`src/rtl/intpol2_ctrl_fsm.sv`:
```
// Control sequencer for a power-of-two polynomial interpolator: config read-in,
// per-channel prep/load/emit loop, stream refill, bypass and abort handling.
module intpol2_ctrl_fsm #(
    parameter int unsigned LOG2_D    = 2,
    parameter int unsigned NCH       = 1,
    parameter int unsigned CFG_WORDS = 3,
    parameter int unsigned ADDR_W    = 2,
    localparam int unsigned CH_W     = (NCH > 1) ? $clog2(NCH) : 1
) (
    input  logic              clk,
    input  logic              rst,
    input  logic              start,
    input  logic              mode,
    input  logic              bypass,
    input  logic              empty,
    input  logic              afull,
    output logic              busy,
    output logic              rd_en,
    output logic              ld_data,
    output logic              wr_en,
    output logic              ld_p1_xi,
    output logic              en_sum,
    output logic              op_1,
    output logic              sel_mult,
    output logic              en_stream,
    output logic              stop_empty,
    output logic              stop_afull,
    output logic              done,
    output logic              clear,
    output logic [ADDR_W-1:0] cfg_addr,
    output logic [LOG2_D-1:0] phase,
    output logic [CH_W-1:0]   ch
);

    localparam int unsigned D = 32'd1 << LOG2_D;
    localparam logic [LOG2_D-1:0] PH_LAST   = LOG2_D'(D - 1);
    localparam logic [CH_W-1:0]   CH_LAST   = CH_W'(NCH - 1);
    localparam logic [ADDR_W-1:0] ADDR_LAST = ADDR_W'(CFG_WORDS - 1);

    typedef enum logic [3:0] {
        S_IDLE,
        S_CFG,
        S_PREP,
        S_LOADP,
        S_EMIT,
        S_DONE,
        S_STREAM,
        S_CLEAR,
        S_BYP_STRM,
        S_BYP_ACCEL
    } state_t;

    state_t            r_state;
    state_t            w_state_nxt;
    logic [ADDR_W-1:0] r_cfg_addr;
    logic [ADDR_W-1:0] w_cfg_addr_nxt;
    logic [LOG2_D-1:0] r_phase;
    logic [LOG2_D-1:0] w_phase_nxt;
    logic [CH_W-1:0]   r_ch;
    logic [CH_W-1:0]   w_ch_nxt;
    logic              r_wr_en;
    logic              w_abort;

    // State, counters and the one-cycle delayed write strobe
    always_ff @(posedge clk) begin
        if (rst) begin
            r_state    <= S_IDLE;
            r_cfg_addr <= '0;
            r_phase    <= '0;
            r_ch       <= '0;
            r_wr_en    <= 1'b0;
        end else begin
            r_state    <= w_state_nxt;
            r_cfg_addr <= w_cfg_addr_nxt;
            r_phase    <= w_phase_nxt;
            r_ch       <= w_ch_nxt;
            r_wr_en    <= ld_data;
        end
    end

    assign wr_en    = r_wr_en;
    assign cfg_addr = r_cfg_addr;
    assign phase    = r_phase;
    assign ch       = r_ch;
    assign w_abort  = start && (r_state != S_IDLE) && (r_state != S_CLEAR);

    // Next state, counter updates and per-state strobes
    always_comb begin
        w_state_nxt    = r_state;
        w_cfg_addr_nxt = r_cfg_addr;
        w_phase_nxt    = r_phase;
        w_ch_nxt       = r_ch;
        busy           = 1'b0;
        rd_en          = 1'b0;
        ld_data        = 1'b0;
        ld_p1_xi       = 1'b0;
        en_sum         = 1'b0;
        op_1           = 1'b0;
        sel_mult       = 1'b0;
        en_stream      = 1'b0;
        stop_empty     = 1'b0;
        stop_afull     = 1'b0;
        done           = 1'b0;

        unique case (r_state)
            S_IDLE: begin
                if (start) begin
                    w_state_nxt = (bypass && mode) ? S_BYP_STRM : S_CFG;
                end
            end
            S_CFG: begin
                busy  = 1'b1;
                rd_en = 1'b1;
                if (mode && empty) begin
                    stop_empty = 1'b1;
                end else if (r_cfg_addr == ADDR_LAST) begin
                    w_cfg_addr_nxt = '0;
                    w_phase_nxt    = '0;
                    w_ch_nxt       = '0;
                    if (bypass) begin
                        w_state_nxt = mode ? S_BYP_STRM : S_BYP_ACCEL;
                    end else begin
                        w_state_nxt = S_PREP;
                    end
                end else begin
                    w_cfg_addr_nxt = r_cfg_addr + ADDR_W'(1);
                end
            end
            S_PREP: begin
                busy        = 1'b1;
                op_1        = 1'b1;
                w_state_nxt = S_LOADP;
            end
            S_LOADP: begin
                busy        = 1'b1;
                ld_p1_xi    = 1'b1;
                w_state_nxt = S_EMIT;
            end
            S_EMIT: begin
                busy     = 1'b1;
                sel_mult = 1'b1;
                if (mode && afull) begin
                    stop_afull = 1'b1;
                end else begin
                    ld_data = 1'b1;
                    en_sum  = (r_phase != PH_LAST);
                    if (r_phase != PH_LAST) begin
                        w_phase_nxt = r_phase + LOG2_D'(1);
                        w_state_nxt = S_LOADP;
                    end else if (r_ch != CH_LAST) begin
                        w_phase_nxt = '0;
                        w_ch_nxt    = r_ch + CH_W'(1);
                        w_state_nxt = S_PREP;
                    end else begin
                        w_phase_nxt = '0;
                        w_ch_nxt    = '0;
                        w_state_nxt = S_DONE;
                    end
                end
            end
            S_DONE: begin
                busy        = 1'b1;
                done        = 1'b1;
                w_state_nxt = mode ? S_STREAM : S_IDLE;
            end
            S_STREAM: begin
                busy       = 1'b1;
                rd_en      = 1'b1;
                en_stream  = 1'b1;
                stop_empty = empty;
                if (!empty) begin
                    w_state_nxt = S_PREP;
                end
            end
            S_CLEAR: begin
                w_cfg_addr_nxt = '0;
                w_phase_nxt    = '0;
                w_ch_nxt       = '0;
                stop_empty     = !start && empty;
                if (!start && !empty) begin
                    w_state_nxt = S_CFG;
                end
            end
            S_BYP_STRM: begin
                busy       = 1'b1;
                stop_empty = empty;
                stop_afull = afull;
                rd_en      = !empty && !afull;
                ld_data    = !empty && !afull;
            end
            S_BYP_ACCEL: begin
                busy        = 1'b1;
                done        = 1'b1;
                w_state_nxt = S_IDLE;
            end
            default: begin
                w_state_nxt = S_IDLE;
            end
        endcase

        // Abort wins over every transition; rd_en keeps its state value
        if (w_abort) begin
            w_state_nxt    = S_CLEAR;
            w_cfg_addr_nxt = '0;
            w_phase_nxt    = '0;
            w_ch_nxt       = '0;
            ld_data        = 1'b0;
            en_sum         = 1'b0;
        end

        clear = start | done;
    end

endmodule

```
`config.mk`:
```
export PLATFORM = sky130hd
export DESIGN_NAME = intpol2_ctrl_fsm
export DESIGN_NICKNAME = d
export VERILOG_FILES = /design/src/rtl/intpol2_ctrl_fsm.sv
export SDC_FILE = /design/constraint.sdc
export NUM_CORES = 1
export LEC_CHECK = 0
export ABC_AREA = 1
export CAP_MARGIN = 40
export CELL_PAD_IN_SITES_DETAIL_PLACEMENT = 1
export CELL_PAD_IN_SITES_GLOBAL_PLACEMENT = 1
export CORE_MARGIN = 4
export CORE_UTILIZATION = 28
export CTS_CLUSTER_DIAMETER = 30
export CTS_CLUSTER_SIZE = 20
export DETAILED_ROUTE_END_ITERATION = 7
export PLACE_DENSITY_LB_ADDON = 0.1
export SYNTH_ARGS = -nofsm -noshare
export SYNTH_HDL_FRONTEND = slang
export SYNTH_SLANG_ARGS = --single-unit
export TNS_END_PERCENT = 100
```
`constraint.sdc`:
```
create_clock -name clk -period 1.25 [get_ports clk]
set_input_delay 0.25 -clock clk [delete_from_list [all_inputs] [get_ports clk]]
set_output_delay 0.25 -clock clk [all_outputs]
set_load 0.05 [all_outputs]
```
==> results.tsv, run 1 <==
metric	value	unit
WL per Instance	20.5	um
DR pass1 iterations	4	
initial antenna violation count	0	
post-synthesis cell area	872	um^2
cell internal pwr	2.55	mW
Mapped Cells	139	
area of the core	2880	um^2
Comb pwr share	0.855	
Synth cell types	25	
Synth Flop Type	dfxtp_1	
FP Rows	19	
port buffer count	23	
setup slack after layout	-0.592	ns
share of cells above drive strength 1	0.665	
met2 wire length	2800	um
area of the multi-input gates	785	um^2
status	complete, but fails checks	
fraction of registers with async set/reset	0	
RSZ-0062 raised after global routing	true	
Power per Cell Area	2700	nW/um^2
largest net degree at the start of global routing	7	
Seq pwr share	0.099	
Switching Fraction	0.530	
worst vdd ir	1.41	mV
Synth area leaders	dfxtp_1 21%, nand2_1 14%, nor2_4 9.0%, inv_1 8.2%, nand3_1 6.9%	
Synth area leader	dfxtp_1	
die height	63.8	um
top-count cell post-synth	nand2_1	
Worst Path Max Fanout	2	
total design power	5.43	mW
Initial Util	0.303	
fin crit period	1.84	ns
grt total ovfl	0	
Placed Area	1690	um^2
CTS sink cnt	9	
clock network power share	0.046	
# DRC	0	
Post-synth EDFFs	0	
register area	198	um^2
H-tree depth	1	
Final Hold Vio Count	0	
M1 WL	2090	um
Inst Count DP	244	
vias per inst	5.04	
vias	1295	
Final Non-Filler Cells	257	
Switching Power	2.88	mW
Syn Nets	147	
Hold WS	0.534	ns
Antenna Diode Count	0	
final period utilization	1.47	
Layout Area Growth over Synthesis	131	%
vias in the first global route	1329	
Worst setup EP type	output pin	
CTS tree	yes	
Finished Cell Area	2010	um^2
# IOs	25	
Final Setup Violations	20	
most frequent cells after synthesis	32 x nand2_1, 19 x inv_1, 16 x nor2_1, 12 x nand3_1, 9 x dfxtp_1	
clk slew on worst S/H paths	0.07	ns
DRT iter0 DRCs	84	
GRT Util Overall	0.210	
Top Layer Used	met4	
Pleak	0.960	nW
CTS buffer count	3	
Fin Clk Skew	0.00264	ns
post-synthesis sequential area ratio	0.207	
met3 WL	302	um
global placer's final weighted congestion	0.893	
Yosys warning count	0	
Worst EP arrival	1.59	ns
startpoint types	input port	
WHS Path Cells	2	
Hold Path Class	reg -> reg	
Worst-Skew Late Latency	0.27	ns
fin util	0.699	
Peak Freq	543	MHz
first-pass GRT wire length	6710	um
Max Slew Vio Count	0	
top-area cell type share of the netlist area	0.207	
die span in x	63.8	um
Setup CP Type	in -> out	
syn avg cell area	6.27	um^2
final net count	224	
synthesis-stage register bit count	9	
Routed WL	5270	um
maxcap violations	0	
Post-DRT Antenna Nets	0	
maximum clock insertion buffer count	2	
WP data required	1.00	ns
HPWL Detailed	2890	um
FILL cells	331	
Root Buffer	clkbuf_4	
cell depth of the worst flop-to-flop path	12	
die area	4070	um^2
violations in the final reports	setup timing	
-- cell usage in the layout (no fill, tap or decap), types with 2 or more instances in the layout --
cell type and instances:
o21ai_1 2, a21oi_4 2, nor3_4 2, nand3_2 6, dfxtp_4 3, o21ai_4 2, inv_2 8, nand2_2 11
inv_1 14, a21oi_2 3, inv_4 3, nand2_1 21, nor2_2 2, clkdlybuf4s50_1 5, clkinvlp_4 2, nand4_1 2
nor2_4 11, buf_4 34, nand2_4 5, a21oi_1 2, buf_12 17, o21ai_2 3, nand3_1 6, clkbuf_4 3
nor2_1 12, buf_6 16, dfxtp_2 5, nand3_4 3
-- timing repair --
item,4_1_cts,5_1_grt
pin swaps,13,10
resized for setup,38,24
hold buffers,0,0
setup endpoints to repair,20,21
setup buffers,3,7
-- worst paths after layout --
check | startpoint | to | slack (ns)
max | afull | ld_data | -0.59
min | cfg_addr[0] | cfg_addr[0] | 0.53
max reg2reg | r_state[2] | r_state[0] | -0.43
min reg2reg | cfg_addr[0] | cfg_addr[0] | 0.53
-- metrics by stage --
step / worst slack (ns) / setup TNS (ns)
floorplan: -0.308 / -1.37
global placement: -0.521 / -6.67
detailed placement: -0.558 / -7.36
CTS: -0.531 / -6.37
global route: -0.691 / -9.84
finish: -0.592 / -8.25
-- critical path: stages --
cell,delay (ns)
clkdlybuf4s50_1,0.50
nand2_1,0.09
inv_1,0.16
nor2_4,0.06
inv_1,0.08
nand2_1,0.07
nand2_2,0.11
clkinvlp_4,0.12
buf_12,0.16
-- power by group through the flow --
stage                     sequential (mW)  clock (mW)  combinational, mW
after floorplan                     0.672           0               1.77
after global placement              0.510           0               3.55
after CTS                           0.525       0.252               4.03
after global routing                0.557       0.276               4.86
after detailed placement            0.517           0               3.65
final                               0.540       0.249               4.64
-- routing by layer --
layer  GRT usage  vias to the layer above
met2       0.382                       58
met1       0.249                      640
li1            -                      587
met4      0.0593                        0
met3      0.0385                       10
met5           0                        -
-- kinds of logic after synthesis --
| group | synth area share |
|---|---|
| AOI/OAI and AO/OA | 0.121 |
| adders and majority gates | 0.0143 |
| and+or+nand+nor | 0.527 |
| other | 0.00430 |
| DFF | 0.207 |
| buffers and inverters | 0.128 |
-- final cells by class --
cell class,instances,share of cell area
Inverter,27,0.0578
Timing Repair Buffer,73,0.415
Clock buffer,4,0.0131
Sequential cell,9,0.0983
Multi-Input combinational cell,102,0.390
Tap cell,42,0.0261
-- flip-flops by register name, indices dropped and copies added (netlist names) --
name / flops
phase: 2
r_state: 4
wr_en: 1
cfg_addr: 2
Power figures use the tool's default switching activity.
==> run 2, diff against run 1 <==
- ABC_AREA: 1 -> 0
- CORE_MARGIN: 4 -> 1.5
==> run 2 against run 1 <==
The run now fails in 4_1_cts. Synthesized area decreased by 8.3%. Synthesized cell count fell by 17%.
==> results.tsv, run 2 <==
metric	value	unit
status	aborted with a tool error	
Exit stage	4_1_cts	
First Err	[ERROR DPL-0033] detailed placement checks failed during check placement.	
post-synthesis sequential area ratio	0.225	
Synth area leaders	dfxtp_1 23%, nand2_1 7.0%, a21oi_1 5.0%, nand3_1 4.4%, a31oi_1 3.9%	
Syn Nets	123	
port buffer count	23	
CTS sink cnt	9	
top-area cell type share of the netlist area	0.225	
Setup Buffers After CTS	17	
Synth area leader	dfxtp_1	
most frequent cells after synthesis	15 x nand2_1, 9 x dfxtp_1, 8 x a21oi_1, 8 x nor2_1, 7 x nand3_1	
CTS Hold Bufs	0	
die height	56.4	um
CTS buffer count	3	
Post-CTS Resized	62	
Synth cell types	42	
die span in x	56.4	um
# IOs	25	
post-synthesis cell area	800	um^2
fraction of registers with async set/reset	0	
synthesis-stage register bit count	9	
Placed Area	1660	um^2
Mapped Cells	115	
pre-CTS setup slack	-0.700	ns
maximum clock insertion buffer count	2	
Root Buffer	clkbuf_4	
Post-synth EDFFs	0	
global placer's final weighted congestion	0.952	
H-tree depth	1	
FP Rows	19	
Synth Flop Type	dfxtp_1	
Initial Util	0.292	
syn avg cell area	6.95	um^2
top-count cell post-synth	nand2_1	
Yosys warning count	0	
HPWL Detailed	2870	um
## run 2: changes by cell type after synthesis, sizes merged, moves of 8 or more
cell / before / now
inv: 27 / 4
nand2: 38 / 15
nand3: 15 / 7
nor2: 26 / 8
## run 2: cell families after synthesis
kind of cell | after synthesis | synth area share
AND/OR/NAND/NOR | 57 | 0.383
flip-flops | 9 | 0.225
XOR/XNOR | 1 | 0.0110
buffers and inverters | 13 | 0.0689
adder cells (fa/ha/maj) | 1 | 0.0156
multiplexers | 3 | 0.0376
other | 1 | 0.00469
AO/OA/AOI/OAI | 30 | 0.254
## run 2: metrics by stage
step	utilization	std cells	hold slack (ns)
after detailed placement	0.606	204	0.600
after global placement	0.606	204	0.585
after floorplan	-	115	0.312
==> run 3, diff against run 2 <==
- CELL_PAD_IN_SITES_DETAIL_PLACEMENT: 1 -> unset
- CELL_PAD_IN_SITES_GLOBAL_PLACEMENT: 1 -> unset
- CORE_UTILIZATION: 28 -> 20
- CTS_CLUSTER_DIAMETER: 30 -> unset
- CTS_CLUSTER_SIZE: 20 -> unset
- PLACE_DENSITY_LB_ADDON: 0.1 -> 0.15
- clock period: 1.25 -> 1.6 ns (I/O delays scaled with it)
==> run 3 against run 2 <==
Synthesized area did not move. The flow now finishes, with violations (setup timing). Synthesized cell count did not move.
==> results.tsv, run 3 <==
metric	value	unit
final net count	201	
most frequent cells after synthesis	15 x nand2_1, 9 x dfxtp_1, 8 x a21oi_1, 8 x nor2_1, 7 x nand3_1	
FILL cells	361	
slack of the worst reg-to-reg path	-0.22	ns
global placer's final weighted congestion	0.824	
worst vdd ir	0.816	mV
CTS buffer count	3	
RR Startpoint	r_state[2]	
Syn Nets	123	
DRT iter0 DRCs	55	
top-count cell post-synth	nand2_1	
Synth cell types	42	
Antenna Diode Count	0	
share of cells above drive strength 1	0.599	
area of the multi-input gates	803	um^2
status	complete, but fails checks	
Worst Path Buf+Inv	2	
Final Hold Vio Count	0	
Max Slew Vio Count	0	
WP data required	1.28	ns
vias per inst	4.99	
die span in x	66.2	um
syn avg cell area	6.95	um^2
Endpoint, Worst Hold	phase[1]	
largest net degree at the start of global routing	12	
# IOs	25	
FP Rows	22	
CP max-delay cell	dfxtp_4	
Final Setup Violations	15	
met1 usage	0.193	
DR pass1 iterations	4	
reg2reg end	r_state[3]	
Yosys warning count	0	
fin crit period	1.87	ns
Pleak	0.809	nW
WHS Path Cells	2	
Layout Area Growth over Synthesis	151	%
CTS tree	yes	
initial antenna violation count	0	
slowest stage delay, CP	0.37	ns
Worst EP arrival	1.55	ns
final period utilization	1.17	
setup slack after layout	-0.275	ns
Worst setup EP type	output pin	
GRT Util Overall	0.156	
WL per Instance	14.8	um
most frequent cells in the layout	45 x buf_4, 14 x nand2_1, 14 x buf_6, 14 x buf_12, 7 x nand3_1	
fraction of registers with async set/reset	0	
vias	1198	
Mapped Cells	115	
violations in the final reports	setup timing	
setup_tns	-2.62	ns
register area	195	um^2
Synth area leader	dfxtp_1	
Hold Path Class	reg -> reg	
Routed WL	3560	um
Hold WS	0.534	ns
Power per Cell Area	1880	nW/um^2
area of the core	3740	um^2
Top delay family on crit path	simple AND/OR/NAND/NOR gates	
Peak Freq	533	MHz
Fin Clk Skew	0.00289	ns
start point of the worst hold path	phase[1]	
Root Buffer	clkbuf_8	
RSZ-0062 raised after global routing	true	
CTS sink cnt	9	
post-synthesis cell area	800	um^2
Worst Path Max Fanout	7	
# DRC	0	
maximum clock insertion buffer count	2	
clk slew on worst S/H paths	0.05	ns
stages on the worst setup path	6	
most common cell after layout, fill and taps aside	buf_4	
post-synthesis sequential area ratio	0.225	
cell depth of the worst flop-to-flop path	7	
vias in the first global route	1121	
fin util	0.535	
synthesis-stage register bit count	9	
met2 Track Usage GR	0.273	
startpoint types	flop	
max FFs per register	4	
top-area cell type share of the netlist area	0.225	
H-tree depth	1	
Worst-Skew Late Latency	0.23	ns
gr busiest metal	met2	
CP Cell Sequence	buf_6 > nor2_4 > a21boi_2 > o21ai_2 > and4_4 > buf_12	
grt total ovfl	0	
port buffer count	23	
Initial Util	0.214	
Post-DRT Antenna Nets	0	
M3 GR Usage	0.0187	
Post-synth EDFFs	0	
HPWL Detailed	2310	um
Reg with most FFs	r_state	
first-pass GRT wire length	5270	um
Synth area leaders	dfxtp_1 23%, nand2_1 7.0%, a21oi_1 5.0%, nand3_1 4.4%, a31oi_1 3.9%	
die height	66.2	um
Setup CP Type	reg -> out	
die area	4390	um^2
maxcap violations	0	
Synth Flop Type	dfxtp_1	
run 3: cell counts after synthesis:
Identical to the previous run, type by type.
run 3: worst max-delay path by stage:
stage                    start    endpoint  slack, ns
finish              r_state[1]      en_sum      -0.27
global placement         empty     ld_data      -0.46
global route        r_state[0]       rd_en      -0.33
CTS                 r_state[0]       rd_en      -0.24
detailed placement       empty  r_state[3]      -0.48
floorplan           r_state[3]       rd_en      -0.15
run 3: per-stage QoR:
stage,instance area [um^2],setup slack [ns],total power [mW],instances
after floorplan,1030,-0.153,1.87,115
after global placement,1620,-0.463,2.79,216
after detailed placement,1620,-0.480,2.81,216
after CTS,1840,-0.236,3.43,232
after global routing,2000,-0.334,3.97,240
final,2000,-0.275,3.78,240
run 3: layout make-up:
| class | count | area share |
|---|---|---|
| Clock buffer | 4 | 0.0225 |
| Sequential cell | 9 | 0.0974 |
| Multi-Input combinational cell | 93 | 0.401 |
| Inverter | 4 | 0.0112 |
| Tap cell | 48 | 0.0300 |
| Timing Repair Buffer | 82 | 0.438 |
run 3: what timing repair did:
action	CTS	global route
hold buffers	0	0
buffers inserted	12	11
resized for setup	25	30
endpoints found under the hold margin	0	0
setup endpoints to repair	18	19
gates cloned	0	0
pin swaps	8	17
run 3: tightest hold or removal path: cells and delay by family (launching register included):
family	cells	cell delay [ns]
AO/OA/AOI/OAI	1	0.06
flip-flops	1	0.34
AND/OR/NAND/NOR	1	0.08
run 3: power by group:
group / leakage [nW] / switching, mW / internal (mW) / total, mW
clock: 0.0228 / 0.0972 / 0.174 / 0.272
combinational: 0.710 / 1.46 / 1.64 / 3.10
sequential: 0.0760 / 0.110 / 0.298 / 0.408
run 3: cells by family (layout without fill, tap and decap cells):
| kind of cell | count (synthesis) | count (layout) | share of synthesized area |
|---|---|---|---|
| buf+inv | 13 | 90 | 0.0689 |
| simple gates | 57 | 57 | 0.383 |
| flops | 9 | 9 | 0.225 |
| fa+ha+maj | 1 | 1 | 0.0156 |
| xor+xnor | 1 | 1 | 0.0110 |
| compound gates | 30 | 30 | 0.254 |
| mux | 3 | 3 | 0.0376 |
| other cells | 1 | 1 | 0.00469 |
run 3: routing by layer:
| layer | up-vias | wire (um) |
|---|---|---|
| li1 | 580 | - |
| met1 | 572 | 1520 |
| met2 | 42 | 1830 |
| met3 | 4 | 174 |
| met4 | 0 | 32 |
| met5 | - | 0 |
==> run 4, diff against run 3 <==
- CELL_PAD_IN_SITES_DETAIL_PLACEMENT: unset -> 0
- CELL_PAD_IN_SITES_GLOBAL_PLACEMENT: unset -> 1
==> run 4 against run 3 <==
The run still ends with setup timing left. Sequential cell count unchanged. Utilization decreased by 2.9 points. Worst hold slack got worse by 0.0070 ns. Global-route usage increased by 0.46 points. First-iteration DRC count increased by 36%. Final cell count decreased by 4.2%. Via count decreased by 5.3%. Largest cell class is now multi-input gates. Highest routed layer unchanged.
==> results.tsv, run 4 (synthesized netlist as in run 3, its figures left out) <==
metric	value	unit
startpoint types	flop	
initial antenna violation count	0	
RSZ-0062 raised after global routing	true	
total design power	3.47	mW
Power per Cell Area	1830	nW/um^2
Initial Util	0.214	
met2 Track Usage GR	0.266	
Worst EP arrival	1.48	ns
WHS Path Cells	2	
slowest stage delay, CP	0.37	ns
# DRC	0	
Worst Path Max Fanout	7	
WP data required	1.28	ns
Peak Freq	556	MHz
Inst Count DP	217	
register area	195	um^2
met1 usage	0.211	
most frequent cells in the layout	43 x buf_4, 15 x buf_12, 10 x nand2_1	
vias	1134	
first-pass GRT wire length	5390	um
status	complete, but fails checks	
port buffer count	23	
area of the multi-input gates	798	um^2
H-tree depth	1	
Hold Path Class	reg -> reg	
Post-DRT Antenna Nets	0	
clk slew on worst S/H paths	0.05	ns
DRT iter0 DRCs	75	
Placed Area	1640	um^2
Reg with most FFs	r_state	
Antenna Diode Count	0	
Worst-Skew Late Latency	0.24	ns
grt total ovfl	0	
maximum clock insertion buffer count	2	
final net count	191	
area of the core	3740	um^2
DR pass1 iterations	4	
Final Hold Vio Count	0	
clock network power share	0.081	
CTS tree	yes	
Final Non-Filler Cells	230	
slack of the worst reg-to-reg path	-0.16	ns
violations in the final reports	setup timing	
Pleak	0.757	nW
Routed WL	3320	um
CTS buffer count	3	
setup slack after layout	-0.198	ns
Seq pwr share	0.118	
FP Rows	22	
Fin Clk Skew	0.00118	ns
Hold WS	0.527	ns
setup_tns	-2.06	ns
gr busiest metal	met2	
fin crit period	1.80	ns
WL per Instance	14.4	um
cell internal pwr	1.89	mW
share of cells above drive strength 1	0.604	
M3 GR Usage	0.0273	
HPWL Detailed	2430	um
vias in the first global route	1118	
die height	66.2	um
Switching Power	1.58	mW
CP Cell Sequence	buf_6 > buf_12 > buf_6 > nor4b_4 > buf_12	
Root Buffer	clkbuf_8	
start point of the worst hold path	phase[1]	
worst vdd ir	0.954	mV
vias per inst	4.93	
Switching Fraction	0.455	
Setup CP Type	reg -> out	
CTS sink cnt	9	
Layout Area Growth over Synthesis	137	%
GRT Util Overall	0.160	
reg2reg end	r_state[3]	
RR Startpoint	r_state[3]	
CP max-delay cell	dfxtp_4	
cell depth of the worst flop-to-flop path	7	
die span in x	66.2	um
largest net degree at the start of global routing	10	
Worst setup EP type	output pin	
global placer's final weighted congestion	0.876	
maxcap violations	0	
Finished Cell Area	1890	um^2
Comb pwr share	0.800	
FILL cells	362	
Final Setup Violations	15	
most common cell after layout, fill and taps aside	buf_4	
final period utilization	1.12	
# IOs	25	
die area	4390	um^2
max FFs per register	4	
Endpoint, Worst Hold	phase[1]	
Max Slew Vio Count	0	
[run 4: cell type report]
| type | instances | area share |
|---|---|---|
| timing repair buffer | 72 | 0.408 |
| multi-input combinational | 93 | 0.422 |
| inverter | 4 | 0.0119 |
| clock buffer | 4 | 0.0238 |
| sequential | 9 | 0.103 |
| tap | 48 | 0.0317 |
[run 4: worst max path at each step]
stage               startpoint  cells past startpoint    endpoint  slack, ns
floorplan           r_state[3]                      5       rd_en      -0.15
global placement         empty                      5     ld_data      -0.51
detailed placement       empty                      6  r_state[3]      -0.52
CTS                 r_state[3]                      5       rd_en      -0.23
global route        r_state[2]                      6      en_sum      -0.24
finish              r_state[0]                      5        op_1      -0.20
[run 4: power groups by stage]
stage          Clock [mW]  Combinational (mW)  Sequential (mW)
3_5_place_dp            0                2.42            0.395
6_report            0.282                2.77            0.410
2_1_floorplan           0                1.49            0.387
4_1_cts             0.285                2.67            0.395
5_1_grt             0.304                2.94            0.422
3_3_place_gp            0                2.41            0.403
[run 4: timing repair]
action,CTS,global route
hold buffers,0,0
gates resized for setup,27,17
buffers inserted,7,3
setup endpoints to repair,18,19
pin swaps,14,13
[run 4: critical path: cells and delay by family, from the launching register on]
family        cells  cell delay [ns]
flops             1             0.37
simple gates      1             0.31
buf+inv           4             0.56
[run 4: metrics by stage]
step / setup WS [ns] / util
CTS: -0.230 / 0.486
finish: -0.198 / 0.506
floorplan: -0.153 / -
global route: -0.238 / 0.506
global placement: -0.506 / 0.439
detailed placement: -0.522 / 0.439
[run 4: per-layer routing]
layer | up-vias | wire length [um] | share of wire
li1 | 562 | - | -
met1 | 543 | 1490 | 0.45
met2 | 27 | 1700 | 0.51
met3 | 2 | 114 | 0.034
met4 | 0 | 8 | 0.0024
met5 | - | 0 | 0
